==> src/rtl/mmu_satp_flush_ctrl.sv <==
// mmu_satp_flush_ctrl: satp CSR holder with WARL mode legalisation and a
// req/ack sequencer that broadcasts TLB invalidations to N_TLB channels.
// Global flushes (satp mode change, or merged with an sfence) carry
// vaddr = 0 and asid = 0 alongside all_va = all_asid = 1.
module mmu_satp_flush_ctrl #(
  parameter int XLEN       = 64,
  parameter int ASID_WIDTH = 9,
  parameter int N_TLB      = 2,
  parameter bit SV48_EN    = 1'b1
) (
  input  logic                  clk,
  input  logic                  rst,
  input  logic [1:0]            misa_mxl,
  input  logic                  csr_wr,
  input  logic [11:0]           csr_waddr,
  input  logic [11:0]           csr_raddr,
  input  logic [XLEN-1:0]       csr_wdata,
  output logic [XLEN-1:0]       csr_rdata,
  output logic [43:0]           satp_ppn,
  output logic [ASID_WIDTH-1:0] satp_asid,
  output logic [3:0]            satp_mode,
  input  logic                  sfence_valid,
  output logic                  sfence_ready,
  input  logic [XLEN-1:0]       sfence_vaddr,
  input  logic [ASID_WIDTH-1:0] sfence_asid,
  input  logic                  sfence_all_va,
  input  logic                  sfence_all_asid,
  output logic [N_TLB-1:0]      tlb_flush_req,
  input  logic [N_TLB-1:0]      tlb_flush_ack,
  output logic [XLEN-1:0]       tlb_flush_vaddr,
  output logic [ASID_WIDTH-1:0] tlb_flush_asid,
  output logic                  tlb_flush_all_va,
  output logic                  tlb_flush_all_asid,
  output logic                  flush_busy,
  output logic                  flush_done
);

  localparam logic [11:0] SATP_ADDR = 12'h180;

  typedef enum logic [1:0] {IDLE = 2'd0, REQ = 2'd1, DONE = 2'd2} state_e;

  state_e                  state_q;
  logic [3:0]              mode_q;
  logic [ASID_WIDTH-1:0]   asid_q;
  logic [43:0]             ppn_q;
  logic                    pend_q;
  logic                    done_q;
  logic [N_TLB-1:0]        req_q;
  logic [XLEN-1:0]         fl_vaddr_q;
  logic [ASID_WIDTH-1:0]   fl_asid_q;
  logic                    fl_all_va_q;
  logic                    fl_all_asid_q;

  logic                    view32;
  logic [63:0]             wd64;
  logic [3:0]              wr_mode;
  logic [15:0]             wr_asid_raw;
  logic [ASID_WIDTH-1:0]   wr_asid;
  logic [43:0]             wr_ppn;
  logic                    mode_legal;
  logic                    satp_wr;
  logic                    mode_chg;
  logic [15:0]             asid16;
  logic [63:0]             rdata64;
  logic [N_TLB-1:0]        req_d;

  assign view32 = (XLEN == 32) || (misa_mxl == 2'd1);

  // Decode a satp write in the current view and decide whether it is legal.
  always_comb begin
    wd64        = 64'(csr_wdata);
    wr_mode     = 4'd0;
    wr_asid_raw = 16'd0;
    wr_ppn      = 44'd0;
    mode_legal  = 1'b0;
    if (view32) begin
      wr_mode     = {3'b000, wd64[31]};
      wr_asid_raw = {7'd0, wd64[30:22]};
      wr_ppn      = {22'd0, wd64[21:0]};
      mode_legal  = 1'b1;
    end else begin
      wr_mode     = wd64[63:60];
      wr_asid_raw = wd64[59:44];
      wr_ppn      = wd64[43:0];
      mode_legal  = (wr_mode == 4'd0) || (wr_mode == 4'd8) ||
                    (SV48_EN && (wr_mode == 4'd9));
    end
    wr_asid  = wr_asid_raw[ASID_WIDTH-1:0];
    satp_wr  = csr_wr && (csr_waddr == SATP_ADDR) && mode_legal;
    mode_chg = satp_wr && (wr_mode != mode_q);
  end

  // Pack satp for reads; unimplemented ASID bits read as zero.
  always_comb begin
    asid16  = 16'(asid_q);
    rdata64 = 64'd0;
    if (csr_raddr == SATP_ADDR) begin
      if (view32) rdata64 = {32'd0, mode_q[0], asid16[8:0], ppn_q[21:0]};
      else        rdata64 = {mode_q, asid16, ppn_q};
    end
  end

  assign csr_rdata = rdata64[XLEN-1:0];
  assign req_d     = req_q & ~tlb_flush_ack;

  // satp register: legal writes land regardless of flush activity.
  always_ff @(posedge clk or posedge rst) begin
    if (rst) begin
      mode_q <= 4'd0;
      asid_q <= '0;
      ppn_q  <= 44'd0;
    end else if (satp_wr) begin
      mode_q <= wr_mode;
      asid_q <= wr_asid;
      ppn_q  <= wr_ppn;
    end
  end

  // Flush sequencer: broadcast, collect per-channel acks, pulse done, replay pending.
  always_ff @(posedge clk or posedge rst) begin
    if (rst) begin
      state_q       <= IDLE;
      req_q         <= '0;
      pend_q        <= 1'b0;
      done_q        <= 1'b0;
      fl_vaddr_q    <= '0;
      fl_asid_q     <= '0;
      fl_all_va_q   <= 1'b0;
      fl_all_asid_q <= 1'b0;
    end else begin
      done_q <= 1'b0;
      case (state_q)
        IDLE: begin
          if (sfence_valid || mode_chg) begin
            state_q <= REQ;
            req_q   <= '1;
            if (mode_chg) begin
              fl_vaddr_q    <= '0;
              fl_asid_q     <= '0;
              fl_all_va_q   <= 1'b1;
              fl_all_asid_q <= 1'b1;
            end else begin
              fl_vaddr_q    <= sfence_vaddr;
              fl_asid_q     <= sfence_asid;
              fl_all_va_q   <= sfence_all_va;
              fl_all_asid_q <= sfence_all_asid;
            end
          end
        end
        REQ: begin
          req_q <= req_d;
          if (mode_chg) pend_q <= 1'b1;
          if (req_d == '0) begin
            state_q <= DONE;
            done_q  <= 1'b1;
          end
        end
        DONE: begin
          if (pend_q || mode_chg) begin
            pend_q        <= 1'b0;
            state_q       <= REQ;
            req_q         <= '1;
            fl_vaddr_q    <= '0;
            fl_asid_q     <= '0;
            fl_all_va_q   <= 1'b1;
            fl_all_asid_q <= 1'b1;
          end else begin
            state_q <= IDLE;
          end
        end
        default: state_q <= IDLE;
      endcase
    end
  end

  assign satp_mode          = mode_q;
  assign satp_asid          = asid_q;
  assign satp_ppn           = ppn_q;
  assign sfence_ready       = (state_q == IDLE);
  assign flush_busy         = (state_q != IDLE);
  assign flush_done         = done_q;
  assign tlb_flush_req      = req_q;
  assign tlb_flush_vaddr    = fl_vaddr_q;
  assign tlb_flush_asid     = fl_asid_q;
  assign tlb_flush_all_va   = fl_all_va_q;
  assign tlb_flush_all_asid = fl_all_asid_q;

endmodule
==> config.mk <==
export PLATFORM = sky130hd
export DESIGN_NAME = mmu_satp_flush_ctrl
export DESIGN_NICKNAME = d
export VERILOG_FILES = /design/src/rtl/mmu_satp_flush_ctrl.sv
export SDC_FILE = /design/constraint.sdc
export NUM_CORES = 1
export LEC_CHECK = 0
export BUFFER_PORTS_ARGS = -buffer_cell sky130_fd_sc_hd__buf_4
export CORE_AREA = 2 2 145 147
export DETAILED_ROUTE_END_ITERATION = 8
export DIE_AREA = 0 0 147 149
export GPL_ROUTABILITY_DRIVEN = 0
export PLACE_DENSITY = 0.56
export SYNTH_ARGS = -nofsm -noshare
export SYNTH_HDL_FRONTEND = slang
export SYNTH_SLANG_ARGS = --single-unit
==> constraint.sdc <==
create_clock -name clk -period 5.3 [get_ports clk]
set_clock_uncertainty 0.2 [all_clocks]
set_input_delay 0.53 -clock clk [delete_from_list [all_inputs] [get_ports clk]]
set_output_delay 0.53 -clock clk [all_outputs]
set_load 0.05 [all_outputs]
* After elaboration in Yosys (flattened, before gate mapping) *
Index checks and enable logic that the tools add are counted.

operators by class
  equality and inequality tests = 12
  muxes and demuxes = 33
  bitwise gates (word level) = 2
  reduce and logical (&&, ||, !) cells = 18

operators with widths
  kind                 number
  $mux 64              5
  $pmux 64 s2          1
  $mux 44              1
  $mux 9               4
  $eq 12x9->1 const B  2
  $pmux 9 s2           1
  $pmux 2 s3           2
  $mux 1               11
  $reduce_and 3->1     3
  $eq 4x4->1 const B   2
  $mux 2               4
  $ne 2x2->1 const B   3
  $pmux 1 s2           3
  $reduce_bool 2->1    3
  $eq 2x1->1 const B   2
  $logic_not 2->1      2
  $logic_not 4->1      1
  $logic_or 1x1->1     4
  $mux 4               1
  $ne 4x4->1           1
  $logic_and 1x1->1    3
  $reduce_bool 3->1    1
  $and 2x2->2          1
  $eq 2x2->1 const B   1
  3 further kinds      3

storage, ports and cells
  bits in registers = 138
  input port bits = 171
  output and inout bits = 201
  logic and storage cells = 76

* Longest topological paths before layout *
Gate-level depths: netlist of the first run.

  depth in word-level cells = 9
  mapped depth = 8

* Worst setup path after synthesis of the first run *
Ideal clock, no wire load.

  path type = input to output
  start = in misa_mxl[1]
  end = out csr_rdata[23]
  arrival time = 2.145 ns
  data required time = 4.570 ns
  path slack = 2.425 ns
  stages on the path = 5
  path buffers = 2
  cells stage by stage = nand2b_1 -> clkbuf_1 -> clkbuf_1 -> nand2_1 -> a21oi_1

on the way
  cells in the longest elaborated chain, start to end = 3

ends and longest elaborated chain
  item             line  source
  start, declared  13    input logic [1:0] misa_mxl,
  $eq 2x1->1       67    assign view32 = (XLEN == 32) || (misa_mxl == 2'd1);
  $mux 64          98    if (view32) rdata64 = {32'd0, mode_q[0], asid16[8:0], ppn_q[21:0]};
  $mux 64          97    if (csr_raddr == SATP_ADDR) begin
  end, declared    18    output logic [XLEN-1:0] csr_rdata,

No other way between the ends.

* Worst setup path in the final report of the first run *
  start = in csr_raddr[6]
  end = out csr_rdata[49]

on the way
  cells in the longest elaborated chain, start to end = 2

ends and longest elaborated chain
  item             line  source
  start, declared  16    input logic [11:0] csr_raddr,
  $eq 12x9->1      97
  $mux 64          97

No other way between the ends.

==> results.md, run 1 <==
* Placed insts at 1178
* Die X at 147 um
* Fin crit share at 0.6347
* Vias in the first global route at 5580
* # diodes at 0
* Top Metal Used: met4
* Setup violators final at 0
* Remaining Overflow, GRT at 0
* Synth Instances at 588
* Mapped Avg Cell Area at 10.33 um2
* Routed WL per cell at 16.95 um
* Hold_sp: csr_wdata[21]
* First-pass GRT wire length at 31.35 mm
* CP arrival at 2.63 ns
* PD cells at 523.5 nW/um2
* RR Startpoint: state_q[0]
* Cells on worst reg2reg path at 6
* Startpoint types: primary input
* Longest Clk Path Bufs at 2
* Met2 routed WL at 9.668 mm
* Setup TNS at 0 ns
* Commonest non-fill, non-tap cell in the layout: buf_4
* Initial antenna violation count at 0
* Core Area at 20560 um2
* Synth Flop Type: dfrtp_1
* # rows at 53
* Adder-cell share of the synthesized area at 0
* Min-Delay Path Class: primary input to flip-flop
* CTS tree: yes
* Top cell type's share of synthesized area at 0.5687
* Wl on met1 at 8.651 mm
* Layout area overhead at 56.85%
* Pleak at 4.958 nW
* Drt total wl at 20.53 mm
* Worst reg-to-reg setup slack at 2.65 ns
* Fin. max-slew vios at 0
* Worst-Margin Slew at 1.134 ns
* Post-synthesis mux area share at 0.005564
* RSZ-0062 raised after global routing: no
* Critical path class: primary input to output port
* Via count at 5683
* Critical path required time at 4.57 ns
* Post-synthesis sequential area ratio at 0.5687
* Final Non-Filler Cells at 1211
* Synthesized area at 6072 um2
* Metal3 WL at 1.999 mm
* Port bufs at 357
* Total track usage at 0.1824
* Max_slew headroom at 0.2398
* Cts bufs inserted at 17
* Hpwl dp at 14.44 mm
* Hold Vio Cnt, Final at 0
* Peak fanout along the critical path at 33
* Final net count at 1094
* DRC at 0
* Largest family of logic cells by synthesized area: simple AND/OR/NAND/NOR gates
* Crit end category: output port
* Fill cells at 2053
* Clk_lat worst skew at 0.41 ns
* CTS sink cnt at 138
* Post-CTS Setup Bufs at 0
* Finished Core Util at 0.4633
* Netlist cell types at 38
* Largest net degree at the start of global routing at 76
* Yosys warning count at 0
* Max-Cap Viols at 0
* Status: finished, final reports clean
* Synth Area in Simple Gates at 0.1943
* Post_cts resized at 0
* Worst setup path start: csr_raddr[6]
* Synth Register Bits at 138
* Hold Path End: satp_ppn[21]
* Root buf cell: clkbuf_16
* Worst Hold Depth at 3
* Synth area leaders: dfrtp_1 57%, a32o_1 12%, nand2_1 9.6%
* H-tree levels at 4
* Most frequent cells in the layout: 367 x buf_4, 155 x nand2_1, 138 x dfrtp_1
* EDFF count, synth at 0
* Die area at 21900 um2
* Compound-Gate Fraction of Synth Area at 0.1671
* Async S/R FF share, synth at 1.000
* Reg clk slew, reported paths at 0.07 ns
* Peak VDD IR at 201.3 uV
* Minimum clock period at 3.364 ns
* Die Span Y at 149 um
* Final ANT Viol Nets at 0
* Leading area contributor after synthesis: dfrtp_1
* Initial Util at 0.2954
* Post-Synth XOR/XNOR Area at 0.005564
* Vias per cell at 4.693
* Layout cells sized above 1 at 0.4402
* R2r endpoint: tlb_flush_vaddr[22]
* DRT Pass-1 Iters at 4
* Total power draw at 0.004985 W
* I/O pin total at 372
* Iteration-0 DRC Markers at 206
* Fmax at 297.3 MHz
[metrics by stage]
| step | hold slack (ns) | worst slack [ns] | area (um2) |
|---|---|---|---|
| after floorplan | 0.2991 | 0.8738 | 6095 |
| after global routing | 0.09626 | 1.734 | 9524 |
| after detailed placement | 0.2799 | 1.881 | 8921 |
| after global placement | 0.2728 | 1.922 | 8921 |
| final | 0.1041 | 1.936 | 9524 |
| after CTS | 0.08140 | 1.876 | 9524 |
[flip-flops by register name, summed over array words and instances, names as in the netlist]
register,flops
satp_ppn,44
satp_asid,9
satp_mode,4
tlb_flush_asid,9
tlb_flush_all_asid,1
flush_done,1
tlb_flush_req,2
pend_q,1
tlb_flush_all_va,1
tlb_flush_vaddr,64
state_q,2
[report_power, final]
part | internal [W] | switching, W
combinational | 0.000750 | 0.00154
clock | 0.000679 | 0.000512
sequential | 0.00135 | 0.000153
total | 0.00278 | 0.00221
[area by class of cell]
| cell class | instances | area, um2 | share of cell area |
|---|---|---|---|
| Sequential cell | 138 | 3453 | 0.3626 |
| Tap cell | 275 | 344.1 | 0.03613 |
| Inverter | 13 | 53.80 | 0.005649 |
| Clock buffer | 18 | 439.2 | 0.04611 |
| Timing Repair Buffer | 368 | 2765 | 0.2903 |
| Clock inverter | 14 | 153.9 | 0.01616 |
| Multi-Input combinational cell | 385 | 2315 | 0.2430 |
[cell usage after synthesis, types with 2 or more instances]
library cell	instances
dfrtp_1	138
nor2_1	16
nand2_1	156
nand2b_1	2
nor4_1	2
a32oi_1	2
nor4bb_1	2
and3_1	25
clkbuf_1	30
o21ai_0	2
a32o_1	73
o22ai_1	4
a31oi_1	13
o21ai_1	2
buf_2	9
nor4b_1	2
buf_4	18
nor3_2	2
inv_1	12
nand3_1	25
and2_1	23
a21oi_1	13
xnor2_1	2
[worst max-delay path, cell delays in order]
cell     delay [ns]
buf_4          0.11
nor4b_1        0.39
and3_1         0.91
buf_4          0.31
and3_1         0.17
buf_4          0.20
[per-layer routing]
metal,vias up,track usage
met3,15,0.07034
met2,246,0.2974
met5,-,0
li1,2743,-
met4,0,0.04615
met1,2679,0.2292
[kinds of logic after synthesis]
| kind of cell | after synthesis |
|---|---|
| and+or+nand+nor | 259 |
| DFF | 138 |
| AOI/OAI and AO/OA | 114 |
| buffers and inverters | 71 |
| xor gates and xnor gates | 3 |
| muxes | 2 |
| other | 1 |
[timing repair]
item                                    CTS  global route
hold buffers                              1             0
hold endpoints to repair                 32             0
endpoints found under the setup margin    0             0
[how the worst max path moves through the flow]
stage                     to  cells past startpoint  slack (ns)
2_1_floorplan     flush_done                      1        0.87
3_3_place_gp   csr_rdata[49]                      6        1.92
3_5_place_dp   csr_rdata[49]                      6        1.88
4_1_cts        csr_rdata[49]                      6        1.88
5_1_grt        csr_rdata[43]                      6        1.73
6_report       csr_rdata[49]                      6        1.94
Note: power is estimated with default switching activity, not from simulation.
==> run 2: changes to the inputs <==
clock period = 3.15 ns   (was 5.3 ns; I/O delays follow)
==> results.md, run 2 (same netlist as run 1, synthesis figures left out) <==
* Status: finished, final reports clean
* Slowest stage cell on the critical path: or3_2
* Critical path required time at 3.30 ns (-1.27 ns)
* Initial antenna violation count at 0 (unchanged)
* Layout area overhead at 79.72%
* Multi-input logic area at 2315 um2 (unchanged)
* # diodes at 0 (unchanged)
* Core Area at 20560 um2 (unchanged)
* Die X at 147 um (unchanged)
* Layout cells sized above 1 at 0.3867 (-0.05347)
* First-pass GRT wire length at 34.68 mm (+11%)
* Setup TNS at 0 ns (unchanged)
* Max_slew headroom at 0.3619 (+0.1221)
* Largest register FFs at 64 (unchanged)
* Max stage delay on crit path at 0.84 ns (-0.07 ns)
* Port bufs at 357 (unchanged)
* Die Span Y at 149 um (unchanged)
* RR Startpoint: state_q[0]
* Final net count at 1226 (+12%)
* Cts bufs inserted at 17 (unchanged)
* Root buf cell: clkbuf_16
* Reg clk slew, reported paths at 0.06 ns (about the same)
* Initial Util at 0.2954 (unchanged)
* Hold slack at 0.02357 ns (-0.08057 ns)
* Post_cts resized at 0 (unchanged)
* Min-Delay Path Class: primary input to flip-flop
* Pint at 0.004944 W (+78%)
* Pleak at 5.539 nW (+12%)
* Fin area at 10910 um2 (+15%)
* R2r endpoint: tlb_flush_vaddr[7]
* Peak fanout along the critical path at 48 (+45%)
* PD cells at 799.8 nW/um2 (+53%)
* Routed WL per cell at 16.58 um (-2.2%)
* CTS tree: yes
* DRT Pass-1 Iters at 6 (+2)
* Longest Clk Path Bufs at 2 (unchanged)
* P_sw at 0.003784 W (+72%)
* Setup violators final at 0 (unchanged)
* # rows at 53 (unchanged)
* Fill cells at 1869 (-9.0%)
* Worst Hold Depth at 3 (unchanged)
* Clk_lat worst skew at 0.42 ns (about the same)
* Switching Fraction at 0.4335 (-0.008888)
* Post-route worst setup slack at 0.6808 ns (-1.255 ns)
* Dpl cell area at 8985 um2 (+0.72%)
* Total track usage at 0.1993 (+0.01687)
* Met2 Usage GRT at 0.3380 (+0.04061)
* Bufs and invs on worst path at 2 (-1)
* I/O pin total at 372 (unchanged)
* Remaining Overflow, GRT at 0 (unchanged)
* RSZ-0062 raised after global routing: no
* Vias per cell at 4.689 (about the same)
* CP arrival at 2.62 ns (about the same)
* Largest net degree at the start of global routing at 139 (+83%)
* Worst path cell trace: dlygate4sd3_1 > buf_4 > nand2b_1 > a21oi_1 > or3_2 > and2_1
* Via count at 6297 (+11%)
* Sequential Power Share at 0.292 (-0.010)
* Drt total wl at 22.27 mm (+8.5%)
* Vias in the first global route at 6355 (+14%)
* Combinational power share at 0.464 (+0.004)
* Peak VDD IR at 328.2 uV (+63%)
* H-tree levels at 4 (unchanged)
* Die area at 21900 um2 (unchanged)
* Critical Path Stages at 6 (unchanged)
* Final ANT Viol Nets at 0 (unchanged)
* FF+latch area at 3453 um2 (unchanged)
* GRT met3 Usage at 0.06575 (-0.004587)
* Iteration-0 DRC Markers at 190 (-7.8%)
* Family with the most delay on the worst path: simple AND/OR/NAND/NOR gates
* Startpoint types: primary input
* Hold Vio Cnt, Final at 0 (unchanged)
* Hold_sp: tlb_flush_ack[1]
* Fin crit share at 0.7839
* GRT busiest layer: met2
* M1 GR Usage at 0.2486 (+0.01947)
* Worst reg-to-reg setup slack at 0.81 ns (-1.84 ns)
* Hold Path End: state_q[1]
* Worst Setup Slack post-DPL at 0.5547 ns (-1.326 ns)
* Hpwl dp at 14.59 mm (+1.0%)
* CTS sink cnt at 138 (unchanged)
* Crit end category: flip-flop
* Fmax at 405.0 MHz
* DRC at 0 (unchanged)
* Cells on worst reg2reg path at 6 (unchanged)
* Commonest non-fill, non-tap cell in the layout: buf_4
* Clock Power Share at 0.244 (+0.005)
* Most frequent cells in the layout: 365 x buf_4, 155 x nand2_1, 138 x dfrtp_1
* Fin. max-slew vios at 0 (unchanged)
* Minimum clock period at 2.469 ns
* Max-Cap Viols at 0 (unchanged)
* Critical path class: primary input to flip-flop
* Worst-Margin Slew at 0.9571 ns (-0.1769 ns)
-- run 2: cell count changes in the layout (fill, tap and decap cells not counted), sizes merged --
cell and change:
buf +2, bufinv +2, inv -3, clkinv +1, dlygate4sd3 +130
-- run 2: power by group through the flow --
stage	clock network, W	registers, W	logic, W
after floorplan	0	0.00422	0.00100
after global placement	0	0.00256	0.00391
after detailed placement	0	0.00257	0.00393
after CTS	0.00218	0.00254	0.00407
after global routing	0.00228	0.00262	0.00423
final	0.00213	0.00255	0.00405
-- run 2: repair_timing --
item	in CTS	in global routing
buffers inserted	0	0
hold buffers	131	0
hold endpoints to repair	268	0
-- run 2: metrics by stage --
stage | std cells | power, W | util
final | 1343 | 0.008728 | 0.5309
after global routing | 1343 | 0.009123 | 0.5309
after CTS | 1343 | 0.008791 | 0.5309
after detailed placement | 1180 | 0.006502 | 0.4371
after global placement | 1180 | 0.006470 | 0.4371
after floorplan | 594 | 0.005224 | -
-- run 2: layer usage --
layer / share of wire / vias to the layer above / wire length, um
met3: 0.083 / 14 / 1849
li1: - / 3009 / -
met1: 0.42 / 3017 / 9269
met4: 0.0080 / 0 / 179
met2: 0.49 / 257 / 10970
met5: 0 / - / 0
-- run 2: worst max path at each step --
stage                  startpoint       endpoint  slack, ns
floorplan             misa_mxl[1]  csr_rdata[23]       0.70
detailed placement    misa_mxl[0]   satp_mode[1]       0.55
global route        csr_wdata[63]   satp_mode[0]       0.48
global placement      misa_mxl[0]   satp_mode[1]       0.57
CTS                 csr_wdata[63]   satp_mode[0]       0.64
finish              csr_wdata[63]   satp_mode[1]       0.68
-- run 2: layout make-up --
cell class                 instances  area share
multi-input combinational        385      0.2121
sequential                       138      0.3164
inverter                          13    0.004815
clock buffer                      18     0.03933
timing repair buffer             500      0.3786
clock inverter                    14     0.01720
tap                              275     0.03153
-- run 2: tightest hold or removal path, cell delays in order --
cell,delay [ns]
buf_4,0.08
o22ai_1,0.09
nor2_1,0.11
